$ cat src/rtl/uart_tx_arb.sv
// Round-robin front end that lets NUM_REQ byte producers share one UART transmitter.
// It latches the winning byte, launches it, follows the UART busy flag and then applies an optional idle gap.
module uart_tx_arb #(
  parameter int DATA_WIDTH   = 8,
  parameter int NUM_REQ      = 4,
  parameter int GAP_CYCLES   = 0,
  parameter int BUSY_TIMEOUT = 4
) (
  input  logic                             clk,
  input  logic                             rst,
  input  logic [NUM_REQ-1:0]               req,
  input  logic [NUM_REQ*DATA_WIDTH-1:0]    req_data,
  output logic [NUM_REQ-1:0]               gnt,
  input  logic                             tx_busy,
  output logic [DATA_WIDTH-1:0]            tx_p_data,
  output logic                             tx_data_valid,
  output logic [$clog2(NUM_REQ)-1:0]       active_id,
  output logic                             arb_idle,
  output logic                             err_timeout,
  output logic [2:0]                       dbg_state
);

  localparam int IDW  = $clog2(NUM_REQ);
  localparam int TO_W = $clog2(BUSY_TIMEOUT + 1);
  localparam int GP_W = 8;

  typedef enum logic [2:0] {
    S_IDLE      = 3'd0,
    S_LAUNCH    = 3'd1,
    S_WAIT_BUSY = 3'd2,
    S_WAIT_DONE = 3'd3,
    S_GAP       = 3'd4
  } state_e;

  // Handshake: req[i] is a level held with its byte until gnt[i] pulses for one
  // cycle; that pulse coincides with tx_data_valid, which the UART treats as a
  // single-cycle launch strobe while tx_p_data is stable from then on.

  state_e                state_q, state_d;
  logic [NUM_REQ-1:0]    gnt_q, gnt_d;
  logic [DATA_WIDTH-1:0] pdata_q, pdata_d;
  logic                  dv_q, dv_d;
  logic [IDW-1:0]        id_q, id_d;
  logic [IDW-1:0]        last_q, last_d;
  logic                  err_q, err_d;
  logic [TO_W-1:0]       to_cnt_q, to_cnt_d;
  logic [GP_W-1:0]       gap_cnt_q, gap_cnt_d;

  logic                  win_found;
  logic [IDW-1:0]        win_idx;

  // Scan starts just after the last winner so the previous owner ranks lowest.
  always_comb begin
    int idx;
    win_found = 1'b0;
    win_idx   = '0;
    idx       = 0;
    for (int i = 1; i <= NUM_REQ; i++) begin
      idx = int'(last_q) + i;
      if (idx >= NUM_REQ) idx = idx - NUM_REQ;
      if (!win_found && req[IDW'(idx)]) begin
        win_found = 1'b1;
        win_idx   = IDW'(idx);
      end
    end
  end

  always_comb begin
    state_d   = state_q;
    gnt_d     = '0;
    dv_d      = 1'b0;
    err_d     = 1'b0;
    pdata_d   = pdata_q;
    id_d      = id_q;
    last_d    = last_q;
    to_cnt_d  = to_cnt_q;
    gap_cnt_d = gap_cnt_q;
    case (state_q)
      S_IDLE: begin
        if (win_found && !tx_busy) begin
          state_d        = S_LAUNCH;
          pdata_d        = req_data[int'(win_idx)*DATA_WIDTH +: DATA_WIDTH];
          dv_d           = 1'b1;
          gnt_d[win_idx] = 1'b1;
          id_d           = win_idx;
          last_d         = win_idx;
        end
      end
      S_LAUNCH: begin
        state_d  = S_WAIT_BUSY;
        to_cnt_d = '0;
      end
      S_WAIT_BUSY: begin
        if (tx_busy) begin
          state_d = S_WAIT_DONE;
        end else if (to_cnt_q == TO_W'(BUSY_TIMEOUT - 1)) begin
          // UART never acknowledged the launch; the byte is dropped.
          state_d = S_IDLE;
          err_d   = 1'b1;
        end else begin
          to_cnt_d = to_cnt_q + 1'b1;
        end
      end
      S_WAIT_DONE: begin
        if (!tx_busy) begin
          if (GAP_CYCLES > 0) begin
            state_d   = S_GAP;
            gap_cnt_d = '0;
          end else begin
            state_d = S_IDLE;
          end
        end
      end
      S_GAP: begin
        if (gap_cnt_q == GP_W'(GAP_CYCLES - 1)) state_d = S_IDLE;
        else gap_cnt_d = gap_cnt_q + 1'b1;
      end
      default: state_d = S_IDLE;
    endcase
  end

  always_ff @(posedge clk or negedge rst) begin
    if (!rst) begin
      state_q   <= S_IDLE;
      gnt_q     <= '0;
      pdata_q   <= '0;
      dv_q      <= 1'b0;
      id_q      <= '0;
      last_q    <= IDW'(NUM_REQ - 1);
      err_q     <= 1'b0;
      to_cnt_q  <= '0;
      gap_cnt_q <= '0;
    end else begin
      state_q   <= state_d;
      gnt_q     <= gnt_d;
      pdata_q   <= pdata_d;
      dv_q      <= dv_d;
      id_q      <= id_d;
      last_q    <= last_d;
      err_q     <= err_d;
      to_cnt_q  <= to_cnt_d;
      gap_cnt_q <= gap_cnt_d;
    end
  end

  assign gnt           = gnt_q;
  assign tx_p_data     = pdata_q;
  assign tx_data_valid = dv_q;
  assign active_id     = id_q;
  assign err_timeout   = err_q;
  assign arb_idle      = (state_q == S_IDLE);
  assign dbg_state     = state_q;

endmodule
$ cat config.mk
export PLATFORM = sky130hd
export DESIGN_NAME = uart_tx_arb
export DESIGN_NICKNAME = d
export VERILOG_FILES = /design/src/rtl/uart_tx_arb.sv
export SDC_FILE = /design/constraint.sdc
export NUM_CORES = 1
export LEC_CHECK = 0
export ABC_CLOCK_PERIOD_IN_PS = 4900
export CAP_MARGIN = 20
export CORE_UTILIZATION = 35
export DETAILED_ROUTE_END_ITERATION = 10
export PLACE_DENSITY = 0.74
export SLEW_MARGIN = 5
export SYNTH_ARGS = -nofsm -noshare
export SYNTH_HDL_FRONTEND = slang
export SYNTH_SLANG_ARGS = --single-unit
$ cat constraint.sdc
create_clock -name clk -period 4.9 [get_ports clk]
set_clock_uncertainty 0.05 [all_clocks]
set_input_delay 0.98 -clock clk [delete_from_list [all_inputs] [get_ports clk]]
set_output_delay 0.98 -clock clk [all_outputs]
set_load 0.02 [all_outputs]
==> summary.txt <==
Status
  • Status: finished clean

Logic synthesis
  • Top cells by area, synth: dfrtp_1 38%, mux2i_1 8.1%, o211ai_1 7.1%
  • Mux cell area share after synthesis: 8.07%
  • Count leader, synth: dfrtp_1
  • Number of synthesized flops with an enable pin: 0
  • Synth unique cells: 37
  • Yosys warning total: 0
  • Net count after synthesis: 180
  • Share of the synthesized area in the top cell type: 38.5%
  • Post-synth ARST share: 100%
  • Top cell type by total area after synthesis: dfrtp_1
  • Mapped cell area: 1370 sq um
  • Post-Synth XOR/XNOR Area: 0%
  • Avg Inst Size Synth: 9.82 sq um
  • Syn Inst Count: 139
  • Top post-synthesis cells by count: 21 x dfrtp_1, 17 x nand2_1, 13 x o211ai_1, 11 x mux2i_1, 10 x nor2_1
  • #FFs+latches synth: 23
  • Adder-cell area share of the yosys netlist: under 10%
  • Post-Synth Simple-Gate Area: 19.6%
  • Largest family of logic cells by synthesized area: compound AO/OA/AOI/OAI gates
  • Synth Area in Compound Gates: 21.7%
  • Post-synth top flop: dfrtp_1
  • Sequential share of the synthesized area: 42.3%

Floorplan
  • Boundary Pins: 59
  • Die area: a little over 4000 sq um
  • Initial Util: 37.0%
  • Rows: 22
  • Core Area: 3690 sq um
  • Die Wd: 64.5 um
  • Die Height: 64.5 um

Final layout
  • Synth-to-layout area growth: 47.0%
  • Util after Layout: 54.4%
  • ANT cells: 0
  • Nets: 236
  • Post-route cell area: roughly 2000 sq um
  • Share of post-route cells with drive strength above 1: 8.76%
  • Finished Layout Cells: 242

Clock tree
  • Clock Sinks: 23
  • TritonCTS Buffers: 3
  • H-tree levels: 1
  • Reg clk slew, reported paths: around 0.09 ns
  • TritonCTS clock tree: yes
  • Clk_lat worst skew: 0.26 ns
  • Post-CTS setup buffer count: 0
  • # hold bufs at CTS: 0
  • Resized cells post-CTS: 0
  • Clock buffer depth: 2
  • Clk root buf: clkbuf_8

Placed design
  • Placed insts: between 200 and 250
  • Buffers on Ports: 57
  • Gpl congestion: 0.842
  • DP Area: 1950 sq um
  • Place WS: 1.92 ns
  • DP Wirelength: 2.64 mm

Power
  • Lkg Pwr: 0.831 nW
  • Worst VDD drop: around 180 uV
  • Pwr dens: 460 nW/um^2

Global route
  • First-pass GRT wire length: 5.55 mm
  • Grt ovf: 0
  • Largest net degree at the start of global routing: 24
  • Total GRT Usage: 17.3%
  • Initial antenna violation count: 0
  • Vias in the first global route: 1201

Critical path
  • CP Data Required Time: 5.00 ns
  • Worst-path fanout max: 23
  • Worst setup EP type: flip-flop
  • Crit start category: primary input
  • Arrival @ worst endpoint: around 2.8 ns
  • Worst r2r src: last_q[1]
  • Crit path kind: in -> reg
  • Worst Setup SP: req[3]

Drt
  • Number of vias per cell: about 5.2
  • First DRT Iteration DRCs: 62
  • Via count: 1269
  • Avg WL per Cell: around 14 um
  • DR pass1 iterations: 4
  • # DRC: 0
  • DRT Wirelength: between 3 and 4 mm
  • Final ANT Viol Nets: 0

Timing
  • Final setup vio count: 0
  • Final worst path period need: roughly 2.7 ns
  • Final setup margin: 2.19 ns
  • F_max: 0.369 GHz
  • Slew Limit Fails: 0
  • RSZ-0062 raised after global routing: false
  • Post-route setup TNS: 0 ns
  • Fin. Hold Viols: 0
  • Tcrit/Tclk final: 55.3%

Worst hold path
  • Worst Hold Class: reg -> reg
  • Min-delay src: tx_p_data[5]

Run
  • Max-Cap Viols: 0
[per-layer routing]
metal  GRT usage (%)  vias up  share of wire, %
met1            21.9      612                44
met5               0        -                 0
met3            2.29        4               3.6
li1                -      621                 -
met4            6.67        0               1.6
met2            29.7       32                50
[worst paths after layout]
kind	endpoint	slack, ns	cells after the start
setup / recovery	tx_p_data[7]	2.19	7
hold / removal	tx_p_data[5]	0.47	2
setup reg to reg	tx_p_data[0]	2.89	5
hold reg to reg	tx_p_data[5]	0.47	2
max in group asynchronous	last_q[0]	3.44	2
min in group asynchronous	tx_p_data[3]	0.88	1
[flip-flops by register name, summed over array words and instances (netlist names)]
signal         cells
gnt                4
to_cnt_q           3
dbg_state          2
active_id          2
last_q             2
tx_data_valid      1
tx_p_data          8
err_timeout        1
[where the power goes]
part           switching (W)  total, W  internal [W]
combinational       0.000243  0.000471      0.000228
sequential         0.0000676  0.000332      0.000264
clock              0.0000623  0.000119     0.0000568
total               0.000373  0.000922      0.000549
[cells by family (layout without fill, tap and decap cells)]
group	count (synthesis)	after routing
and+or+nand+nor	53	53
AOI/OAI and AO/OA	37	37
DFF	23	23
buffers and inverters	12	67
muxes	11	11
adders and majority gates	2	2
other	1	1
[cell type report]
cell class	instances	area, sq um
Timing Repair Buffer	59	593
Fill cell	325	1680
Clock inverter	1	5.00
Sequential cell	23	578
Clock buffer	3	41.3
Inverter	4	15.0
Tap cell	48	60.1
Multi-Input combinational cell	104	714
[stage by stage]
stage                     hold slack, ns  total power (W)
after floorplan                    0.417         0.000634
after global placement             0.433         0.000789
after detailed placement           0.443         0.000805
after CTS                          0.465         0.000925
after global routing               0.497         0.000985
final                              0.468         0.000922
[worst max-delay path, stage by stage]
cell	delay [ns]
clkdlybuf4s50_1	0.54
o41ai_4	0.39
buf_4	0.30
inv_2	0.09
and2_1	0.25
o211ai_1	0.14
nand4_1	0.12
[cell usage in the layout (no fill, tap or decap), types with 5 or more instances in the layout]
cell type        instances
clkdlybuf4s50_1         57
dfrtp_1                 21
mux2i_1                 11
nand2_1                 17
nand4_1                  5
nor2_1                  10
nor3_1                   5
o211ai_1                13
o21ai_0                  8
or3_1                    5
(Power assumes the default switching activity.)
==> patch: new RTL, same flow settings <==
`BUSY_TIMEOUT`: 4 -> 8.
--- a/src/rtl/uart_tx_arb.sv
+++ b/src/rtl/uart_tx_arb.sv
@@ -6,3 +6,3 @@
   parameter int GAP_CYCLES   = 0,
-  parameter int BUSY_TIMEOUT = 4
+  parameter int BUSY_TIMEOUT = 8
 ) (
Formal check against the unedited RTL: not equivalent (Yosys sat finds a counterexample within 10 cycles, from zero or initial values and one cycle with rst low).
==> patch against the original RTL <==
Combinational power grew 3%; largest cell class unchanged; critical path type unchanged; critical endpoint is now tx_p_data[1]$_DFFE_PN0P_; final area grew 3.5%; area after synthesis grew 1.8%; wire length shrank 2.2%; via count shrank 4.3%; total power grew 7.9%; worst setup slack lost 0.40 ns; sequential cell count grew 1.
==> patch: results (changes against the original RTL) <==
place_hpwl_um: 2620  # -0.73%
status: "complete, no violations"
multi_input_area_share_pct: 34.8  # -0.78 points
cp_slowest_stage_delay_ns: 0.56  # +0.02 ns
crit_start: "req[1]"
synth_nets: 183  # +1.7%
synth_common_cells: "dfrtp_1, nand3_1, nand2_1"
grt_pass1_wl_um: 5580  # +0.50%
met2_usage_pct: 32.4  # +2.7 points
routedWlPerCell_um: 13.7  # -3.4%
grt_use_total_pct: 17.1  # -0.17 points
grt_pass1_vias: 1255  # +4.5%
multiInputGateArea_um2: 723  # +1.2%
cp_slowest_cell: "or4_1"
min_from: "to_cnt_q[3]$_DFFE_PN0P_"
met1_usage_pct: 19.9  # -2.0 points
multi_input_gates: 105  # +0.96%
vias_per_cell: 4.96  # -5.5%
p_clk_share_pct: 17.0  # +4.1 points
drive_gt1_share_pct: 15.2  # +6.5 points
seq_area_um2: 603  # +4.3%
power.internal_mw: 0.624  # +14%
syn_area_per_cell_um2: 9.72  # -1.0%
power_density_mw_per_mm2: 479  # +4.3%
drt_iter0_drc: 38  # -39%
seq_area_frac_synth_pct: 43.4  # +1.0 points
clock_area_share_pct: 3.43  # +1.1 points
reg2reg_slack_ns: 2.64  # -0.25 ns
grt_use_met3_pct: 3.17  # +0.88 points
-- patch: cell count changes after synthesis, sizes merged, moves of 5 or more --
| cell | unedited run | this run |
|---|---|---|
| nand3 | 3 | 17 |
| or3 | 5 | 0 |
| mux2 | 0 | 8 |
| o21ai | 8 | 1 |
| o211ai | 13 | 8 |
| nand4 | 5 | 0 |
-- patch: cell families after synthesis --
kind of cell	after synthesis	share of synthesized area, %
AOI/OAI and AO/OA	23	15.0
adders and majority gates	1	0.900
DFF	24	43.4
and+or+nand+nor	63	22.4
buffers and inverters	14	5.04
muxes	17	13.0
other	1	0.270
-- patch: metal layers --
layer / part of all wire [%] / routed length, um / vias up
met1: 42 / 1400 / 564
li1: - / - / 614
met4: 0.80 / 27 / 0
met3: 3.5 / 117 / 2
met2: 54 / 1820 / 34
met5: 0 / 0 / -
-- patch: metrics by stage --
stage               setup slack, ns  hold slack [ns]
detailed placement             1.47            0.438
CTS                            1.76            0.445
global placement               1.62            0.435
finish                         1.79            0.448
floorplan                      2.66            0.414
global route                   1.62            0.475
